### config.mk
export PLATFORM = sky130hd
export DESIGN_NAME = stdout_uart_tx
export DESIGN_NICKNAME = d
export VERILOG_FILES = /design/src/rtl/toy_uart_pkg.sv /design/src/rtl/uart_tx_byte.sv /design/src/rtl/stdout_uart_tx.sv
export SDC_FILE = /design/constraint.sdc
export NUM_CORES = 1
export LEC_CHECK = 0
export CAP_MARGIN = 20
export CORE_MARGIN = 3
export CORE_UTILIZATION = 45
export DETAILED_ROUTE_END_ITERATION = 12
export PLACE_DENSITY = 0.64
export SLEW_MARGIN = 20
export SYNTH_ARGS = -nofsm -noshare
export SYNTH_HDL_FRONTEND = slang
export SYNTH_SLANG_ARGS = --single-unit
### constraint.sdc
create_clock -name clk_i -period 6.3 [get_ports clk_i]
set_clock_uncertainty 0.1 [all_clocks]
set_input_delay 0.945 -clock clk_i [delete_from_list [all_inputs] [get_ports clk_i]]
set_output_delay 0.945 -clock clk_i [all_outputs]
set_load 0.1 [all_outputs]
### src/rtl/toy_uart_pkg.sv
// Shared constants, FSM state type and nibble-to-ASCII helper for the stdout UART.
package toy_uart_pkg;

    localparam logic [7:0] ASCII_CR = 8'h0D;
    localparam logic [7:0] ASCII_LF = 8'h0A;
    localparam logic [7:0] ASCII_0  = 8'h30;
    localparam logic [7:0] ASCII_A  = 8'h41;

    typedef enum logic [0:0] {
        IDLE,
        SEND
    } uart_state_e;

    function automatic logic [7:0] hex_ascii(input logic [3:0] nib);
        if (nib < 4'd10) begin
            return ASCII_0 + {4'd0, nib};
        end
        return ASCII_A + {4'd0, nib} - 8'd10;
    endfunction

endpackage

### src/rtl/uart_tx_byte.sv
// 8N1 byte serialiser. A start request on the final stop-bit cycle chains the next
// frame with no idle gap.
module uart_tx_byte
    import toy_uart_pkg::*;
#(
    parameter int unsigned CLKS_PER_BIT = 868
) (
    input  logic       clk_i,
    input  logic       rst_n,
    input  logic       start_i,
    input  logic [7:0] byte_i,
    output logic       tx_o,
    output logic       done_o
);

    localparam int unsigned BaudW = $clog2(CLKS_PER_BIT);
    localparam logic [BaudW-1:0] BaudLast = BaudW'(CLKS_PER_BIT - 1);

    logic             active;
    logic [3:0]       bit_cnt;
    logic [BaudW-1:0] baud;
    logic [7:0]       shift;

    // bit_cnt: 0 = start bit, 1..8 = data, 9 = stop bit
    assign done_o = active && (bit_cnt == 4'd9) && (baud == BaudLast);

    always_ff @(posedge clk_i or negedge rst_n) begin
        if (!rst_n) begin
            active  <= 1'b0;
            bit_cnt <= '0;
            baud    <= '0;
            shift   <= '0;
            tx_o    <= 1'b1;
        end else if (start_i) begin
            active  <= 1'b1;
            bit_cnt <= '0;
            baud    <= '0;
            shift   <= byte_i;
            tx_o    <= 1'b0;
        end else if (active) begin
            if (baud == BaudLast) begin
                baud <= '0;
                if (bit_cnt == 4'd9) begin
                    active <= 1'b0;
                    tx_o   <= 1'b1;
                end else begin
                    bit_cnt <= bit_cnt + 4'd1;
                    if (bit_cnt == 4'd8) begin
                        tx_o <= 1'b1;
                    end else begin
                        tx_o  <= shift[0];
                        shift <= {1'b0, shift[7:1]};
                    end
                end
            end else begin
                baud <= baud + BaudW'(1);
            end
        end
    end

endmodule

### src/rtl/stdout_uart_tx.sv
// Prints each accepted 16-bit stdout word as four hex digits plus end-of-line over
// an 8N1 UART; the core is back-pressured for the whole duration of a word.
module stdout_uart_tx
    import toy_uart_pkg::*;
#(
    parameter int unsigned CLKS_PER_BIT = 868,
    parameter bit          EOL_CRLF     = 1'b1
) (
    input  logic        clk_i,
    input  logic        rst_n,
    input  logic        stdout_val_i,
    input  logic [15:0] stdout_data_i,
    output logic        stdout_rdy_o,
    output logic        uart_tx_o,
    output logic        busy_o
);

    localparam logic [2:0] LastIdx = EOL_CRLF ? 3'd5 : 3'd4;

    uart_state_e state;
    logic [15:0] word;
    logic [2:0]  char_idx;
    logic        rdy;
    logic        byte_start;
    logic [7:0]  byte_data;
    logic        byte_done;

    function automatic logic [7:0] char_at(input logic [2:0] idx, input logic [15:0] w);
        case (idx)
            3'd0:    return hex_ascii(w[15:12]);
            3'd1:    return hex_ascii(w[11:8]);
            3'd2:    return hex_ascii(w[7:4]);
            3'd3:    return hex_ascii(w[3:0]);
            3'd4:    return EOL_CRLF ? ASCII_CR : ASCII_LF;
            default: return ASCII_LF;
        endcase
    endfunction

    // Char 0 starts straight from the input bus so its start bit follows the accept edge.
    always_comb begin
        byte_start = 1'b0;
        byte_data  = hex_ascii(stdout_data_i[15:12]);
        if (state == IDLE) begin
            byte_start = stdout_val_i;
        end else if (byte_done && (char_idx != LastIdx)) begin
            byte_start = 1'b1;
            byte_data  = char_at(char_idx + 3'd1, word);
        end
    end

    always_ff @(posedge clk_i or negedge rst_n) begin
        if (!rst_n) begin
            state    <= IDLE;
            word     <= '0;
            char_idx <= '0;
            rdy      <= 1'b1;
        end else begin
            case (state)
                IDLE: begin
                    if (stdout_val_i) begin
                        state    <= SEND;
                        word     <= stdout_data_i;
                        char_idx <= '0;
                        rdy      <= 1'b0;
                    end
                end
                SEND: begin
                    if (byte_done) begin
                        if (char_idx == LastIdx) begin
                            state <= IDLE;
                            rdy   <= 1'b1;
                        end else begin
                            char_idx <= char_idx + 3'd1;
                        end
                    end
                end
            endcase
        end
    end

    uart_tx_byte #(
        .CLKS_PER_BIT(CLKS_PER_BIT)
    ) u_tx_byte (
        .clk_i  (clk_i),
        .rst_n  (rst_n),
        .start_i(byte_start),
        .byte_i (byte_data),
        .tx_o   (uart_tx_o),
        .done_o (byte_done)
    );

    assign stdout_rdy_o = rdy;
    assign busy_o       = ~rdy;

endmodule

Yosys cells after proc, flatten, opt, wreduce, memory -nomap -nowiden
Index checks and enable logic that the tools add are counted.

$lt $le $gt $ge: 5. Add/sub/neg operators: 18. Mux-type cells: 65. Eq/ne operators: 15. Reduce and logical (&&, ||, !) cells: 12. Bitwise operators: 2.

Operators with widths (count): two-way mux 8 bit (17); adder 7 x 4 -> 8 bit, first input constant (5); one-hot mux 8 bit (5 select lines) (1); subtractor 8 x 4 -> 8 bit, second input constant (5); adder 6 x 4 -> 7 bit, first input constant (5); two-way mux 1 bit (34); two-way mux 10 bit (3); less-than comparator 4 bit, second input constant (5); two-way mux 4 bit (4); adder 10 x 1 -> 10 bit, second input constant (1); == test 10 bit, second input constant (1); two-way mux 3 bit (3); AND reduction 3 bit (3); == test 4 bit, second input constant (2); != test 2 bit, second input constant (4); == test 3 x 2 -> 1 bit, second input constant (2); == test 3 bit, second input constant (2); one-hot mux 3 bit (2 select lines) (1); adder 4 x 1 -> 4 bit, second input constant (1); != test 2 x 1 -> 1 bit, second input constant (2); one-hot mux 1 bit (2 select lines) (2); AND reduction 2 bit (2); AND reduction 4 bit (1); nonzero test 2 bit (2); other kinds (6) (9).

Output and inout port bits: 3. Input port bits: 19. Logic and storage cells: 126. Register bits after elaboration: 45.

Longest topological paths before layout
Depth after elaboration: 11. Depth in mapped cells: 8. Gate-level depth less buffers: 7.

Modules after synthesis
From an unflattened synthesis, not the netlist that was laid out.

Cell total of the unflattened synthesis: 342. Area, all modules: 2861.5 µm².

Modules (own cells, without submodules): stdout_uart_tx (sequential area each 526.8 µm², times used 1, cells each 205, area each 1544.0 µm²); uart_tx_byte (sequential area each 601.8 µm², times used 1, cells each 137, area each 1317.5 µm²).

Worst setup path before layout
Ideal clock, no wire load.

Kind: flip-flop to output port. From: reg rdy (netlist: stdout_rdy_o). To: out busy_o. Data arrival time: 1387 ps. Stages on the path, launching flop included: 2. Data required time: 5255 ps. Path slack: 3868 ps. Path buffers: 0. Cells stage by stage: dfstp_2 > inv_1.

Longest elaborated chain between the ends: 1.

RTL lines: start: declaration (RTL line stdout_uart_tx.sv:23) `logic rdy;`; start signal: assignment (RTL line stdout_uart_tx.sv:56) `rdy <= 1'b1;`; start signal: assignment (RTL line stdout_uart_tx.sv:64) `rdy <= 1'b0;`; start signal: assignment (RTL line stdout_uart_tx.sv:71) `rdy <= 1'b1;`; inverter 1 bit (RTL line stdout_uart_tx.sv:93) `assign busy_o = ~rdy;`; end: declaration (RTL line stdout_uart_tx.sv:15) `output logic busy_o`.

Every way passes these cells.

Worst setup path after layout
From: reg rdy (netlist: stdout_rdy_o). To: out stdout_rdy_o.

RTL lines: end: declaration (RTL line stdout_uart_tx.sv:13) `output logic stdout_rdy_o,`.

No word-level cell between the ends.

==> metrics <==
Inst Count DP=417; maximum buffer depth of the clock tree=2; Post-CTS Resized=0; Power Total=about 0.00085 W; Clock Sinks=44; part of the cycle the worst path needs=between 40% and 50%; Mean Syn Cell Area=8.32 um^2; htree depth=2; Post-Route WL=between 6000 and 7000 um; Die Y=84.6 um; die area=between 0.007 and 0.008 mm^2; n_diodes=0; # IOs=22; Starting Density=46.7%; Worst setup EP type=primary output; Lkg Pwr=around 1.4 nW; fill cell count=~600; #FFs+latches synth=between 40 and 50; sequential area share after synthesis=around two fifths; Sw Ratio=a little over a third; Hold Slack=~0.40 ns; WP buf/inv=1; critical path's slowest cell=clkdlybuf4s50_1; internal power=0.000539 W; Setup TNS=0 ns; Finished Layout Cells=425; Die X=84.6 um; clk_lat worst skew=around 0.30 ns; first-pass GRT wire length=around 10000 um; TritonCTS Buffers=5; Fin. Hold Viols=0; Post-DRT Antenna Nets=0; remaining global-route overflow=0; Reg power frac=50.6%; vias=about 2.3k; worst path cell trace=clkdlybuf4s50_1; Post-Synthesis Cells=around 330; post-synth cell types=51; DR vias/cell=5.47; initial antenna violation count=0; worst-margin pin slew=0.962 ns; CP peak stage delay=between 1 and 1.5 ns; Comb power frac=about 28%; DR iter-0 viols=100; DRT Pass-1 Iters=4; Total GRT Usage=18.0%; CP Data Arrival Time=slightly below 2 ns; commonest register cell after synthesis=dfrtp_1; Max Slew Vio Count=0; setup violators final=0; min Tclk post-route=around 3.0 ns; peak supply drop=160 uV; number of enable flip-flop cells after synthesis=0; PD cells=between 200 and 300 mW/mm^2; Root Buffer=clkbuf_8; post-route cell area=about 0.0031 mm^2; largest net degree at the start of global routing=45; FP Rows=28; hold buffer count at cts=0; GP Congestion=0.816; Avg WL per Cell=roughly 14 um; post-CTS setup buffer count=0; CTS clk-pin slew, worst paths=around 0.090 ns; Net Switching=just over 0.0003 W; Crit path required time=approximately 5.3 ns; Min-Delay Path Class=register to register; kind of critical path=register to primary output; Placed Area=0.00303 mm^2; CP top delay family=buffers and inverters; TritonCTS clock tree=done; status=completed; Final nets=between 300 and 400; synth warn=0; port bufs=21; share of layout cells above drive strength 1=under 10%; # DRC=0; Max-Cap Viols=0; Post-DP HPWL=4340 um; synthesis-to-finish area growth=12.4%; FFs w/ async S/R, synth=100%; nature of the critical path startpoint=register; Core Region=0.00596 mm^2; Post-Syn Area=about 0.0028 mm^2; RSZ-0062 raised after global routing=false; via count of the first global-routing pass=2130; Max FO, Critical Path=3; clock share of power=between 20% and 30%; Slew HR=35.7%; Max Freq=331 MHz; Post-Syn Nets=367
## final timing paths
check	startpoint	endpoint	slack [ns]	cells past startpoint
setup / recovery	stdout_rdy_o	stdout_rdy_o	3.28	1
hold / removal	u_tx_byte.shift[1]	u_tx_byte.shift[1]	0.40	1
setup reg to reg	u_tx_byte.baud[3]	u_tx_byte.shift[1]	3.65	5
min in group asynchronous	rst_n	u_tx_byte.shift[6]	0.52	1
max in group asynchronous	rst_n	word[0]	5.18	1
hold reg to reg	u_tx_byte.shift[1]	u_tx_byte.shift[1]	0.40	1
## flip-flops by register name, summed over array words and instances (netlist names)
| register | flops |
|---|---|
| word | 16 |
| u_tx_byte.baud | 10 |
| u_tx_byte.shift | 7 |
| u_tx_byte.bit_cnt | 4 |
| char_idx | 3 |
| state | 1 |
| stdout_rdy_o | 1 |
| u_tx_byte.active | 1 |
| u_tx_byte.tx_o | 1 |
## cells in the mapped netlist, drive strengths merged (4+ instances only)
cell / number / area [um^2]
nand2: 64 / 240
dfrtp: 42 / 1050
o21ai: 27 / 146
nor2: 25 / 93.8
inv: 19 / 71.3
a21oi: 17 / 85.1
nand3: 15 / 75.1
ha: 14 / 175
clkbuf: 12 / 45.0
o211ai: 7 / 52.6
xnor2: 7 / 61.3
and3: 6 / 37.5
nor2b: 6 / 37.5
nor3: 6 / 35.0
xor2: 6 / 52.6
a21boi: 5 / 37.5
a31oi: 4 / 25.0
o31ai: 4 / 35.0
or3: 4 / 25.0
## logic make-up (layout without fill, tap and decap cells)
logic type	count (synthesis)	after routing	synth area share, %
simple gates	145	145	25.1
compound gates	84	84	19.6
flops	44	44	39.7
buf+inv	32	48	4.46
fa+ha+maj	14	14	6.30
xor+xnor	13	13	4.10
mux	2	2	0.720
## area by class of cell
cell class                 count  area [um^2]  area share [%]
clock buffer                   5         68.8            2.20
sequential                    44         1100            35.3
clock inverter                 3         18.8           0.601
multi-input combinational    258         1560            49.9
tap                           75         93.8            3.00
timing repair buffer          21          208            6.65
inverter                      19         71.3            2.28
## metrics by stage
stage / worst slack, ns / utilization, %
floorplan: 3.87 / -
global placement: 3.17 / 50.9
detailed placement: 3.12 / 50.9
CTS: 3.27 / 52.3
global route: 3.23 / 52.5
finish: 3.28 / 52.5
## placed cells by master (no fill, tap or decap), types with 4 or more instances in the layout
cell,netlist,routed
clkbuf_8,0,5
a31oi_1,4,4
a21boi_0,5,5
nor2_1,25,25
clkdlybuf4s50_1,0,20
o211ai_1,7,7
nor3_1,5,5
or3_1,4,4
nand3_1,15,15
xnor2_1,7,7
o21ai_0,24,24
and3_1,6,6
xor2_1,6,6
a21oi_1,17,17
dfrtp_1,42,42
nor2b_1,6,5
ha_1,14,14
inv_1,19,19
nand2_1,64,64
## per-layer routing
metal  track usage (%)  vias to the layer above  part of all wire (%)  routed length [um]
li1                  -                     1193                     -                   -
met1              26.3                     1092                    51                3100
met2              27.8                       34                    45                2710
met3              3.34                        4                   3.3                 199
met4              4.32                        0                  0.87                  53
met5                 0                        -                     0                   0
## power by group through the flow
stage / clock network (W) / logic, W / registers, W
after detailed placement: 0 / 0.000239 / 0.000430
after floorplan: 0 / 0.000196 / 0.000401
after global placement: 0 / 0.000235 / 0.000430
after global routing: 0.000195 / 0.000278 / 0.000440
after CTS: 0.000186 / 0.000240 / 0.000426
final: 0.000180 / 0.000238 / 0.000428
No activity file was read; power rests on OpenSTA's default activity.
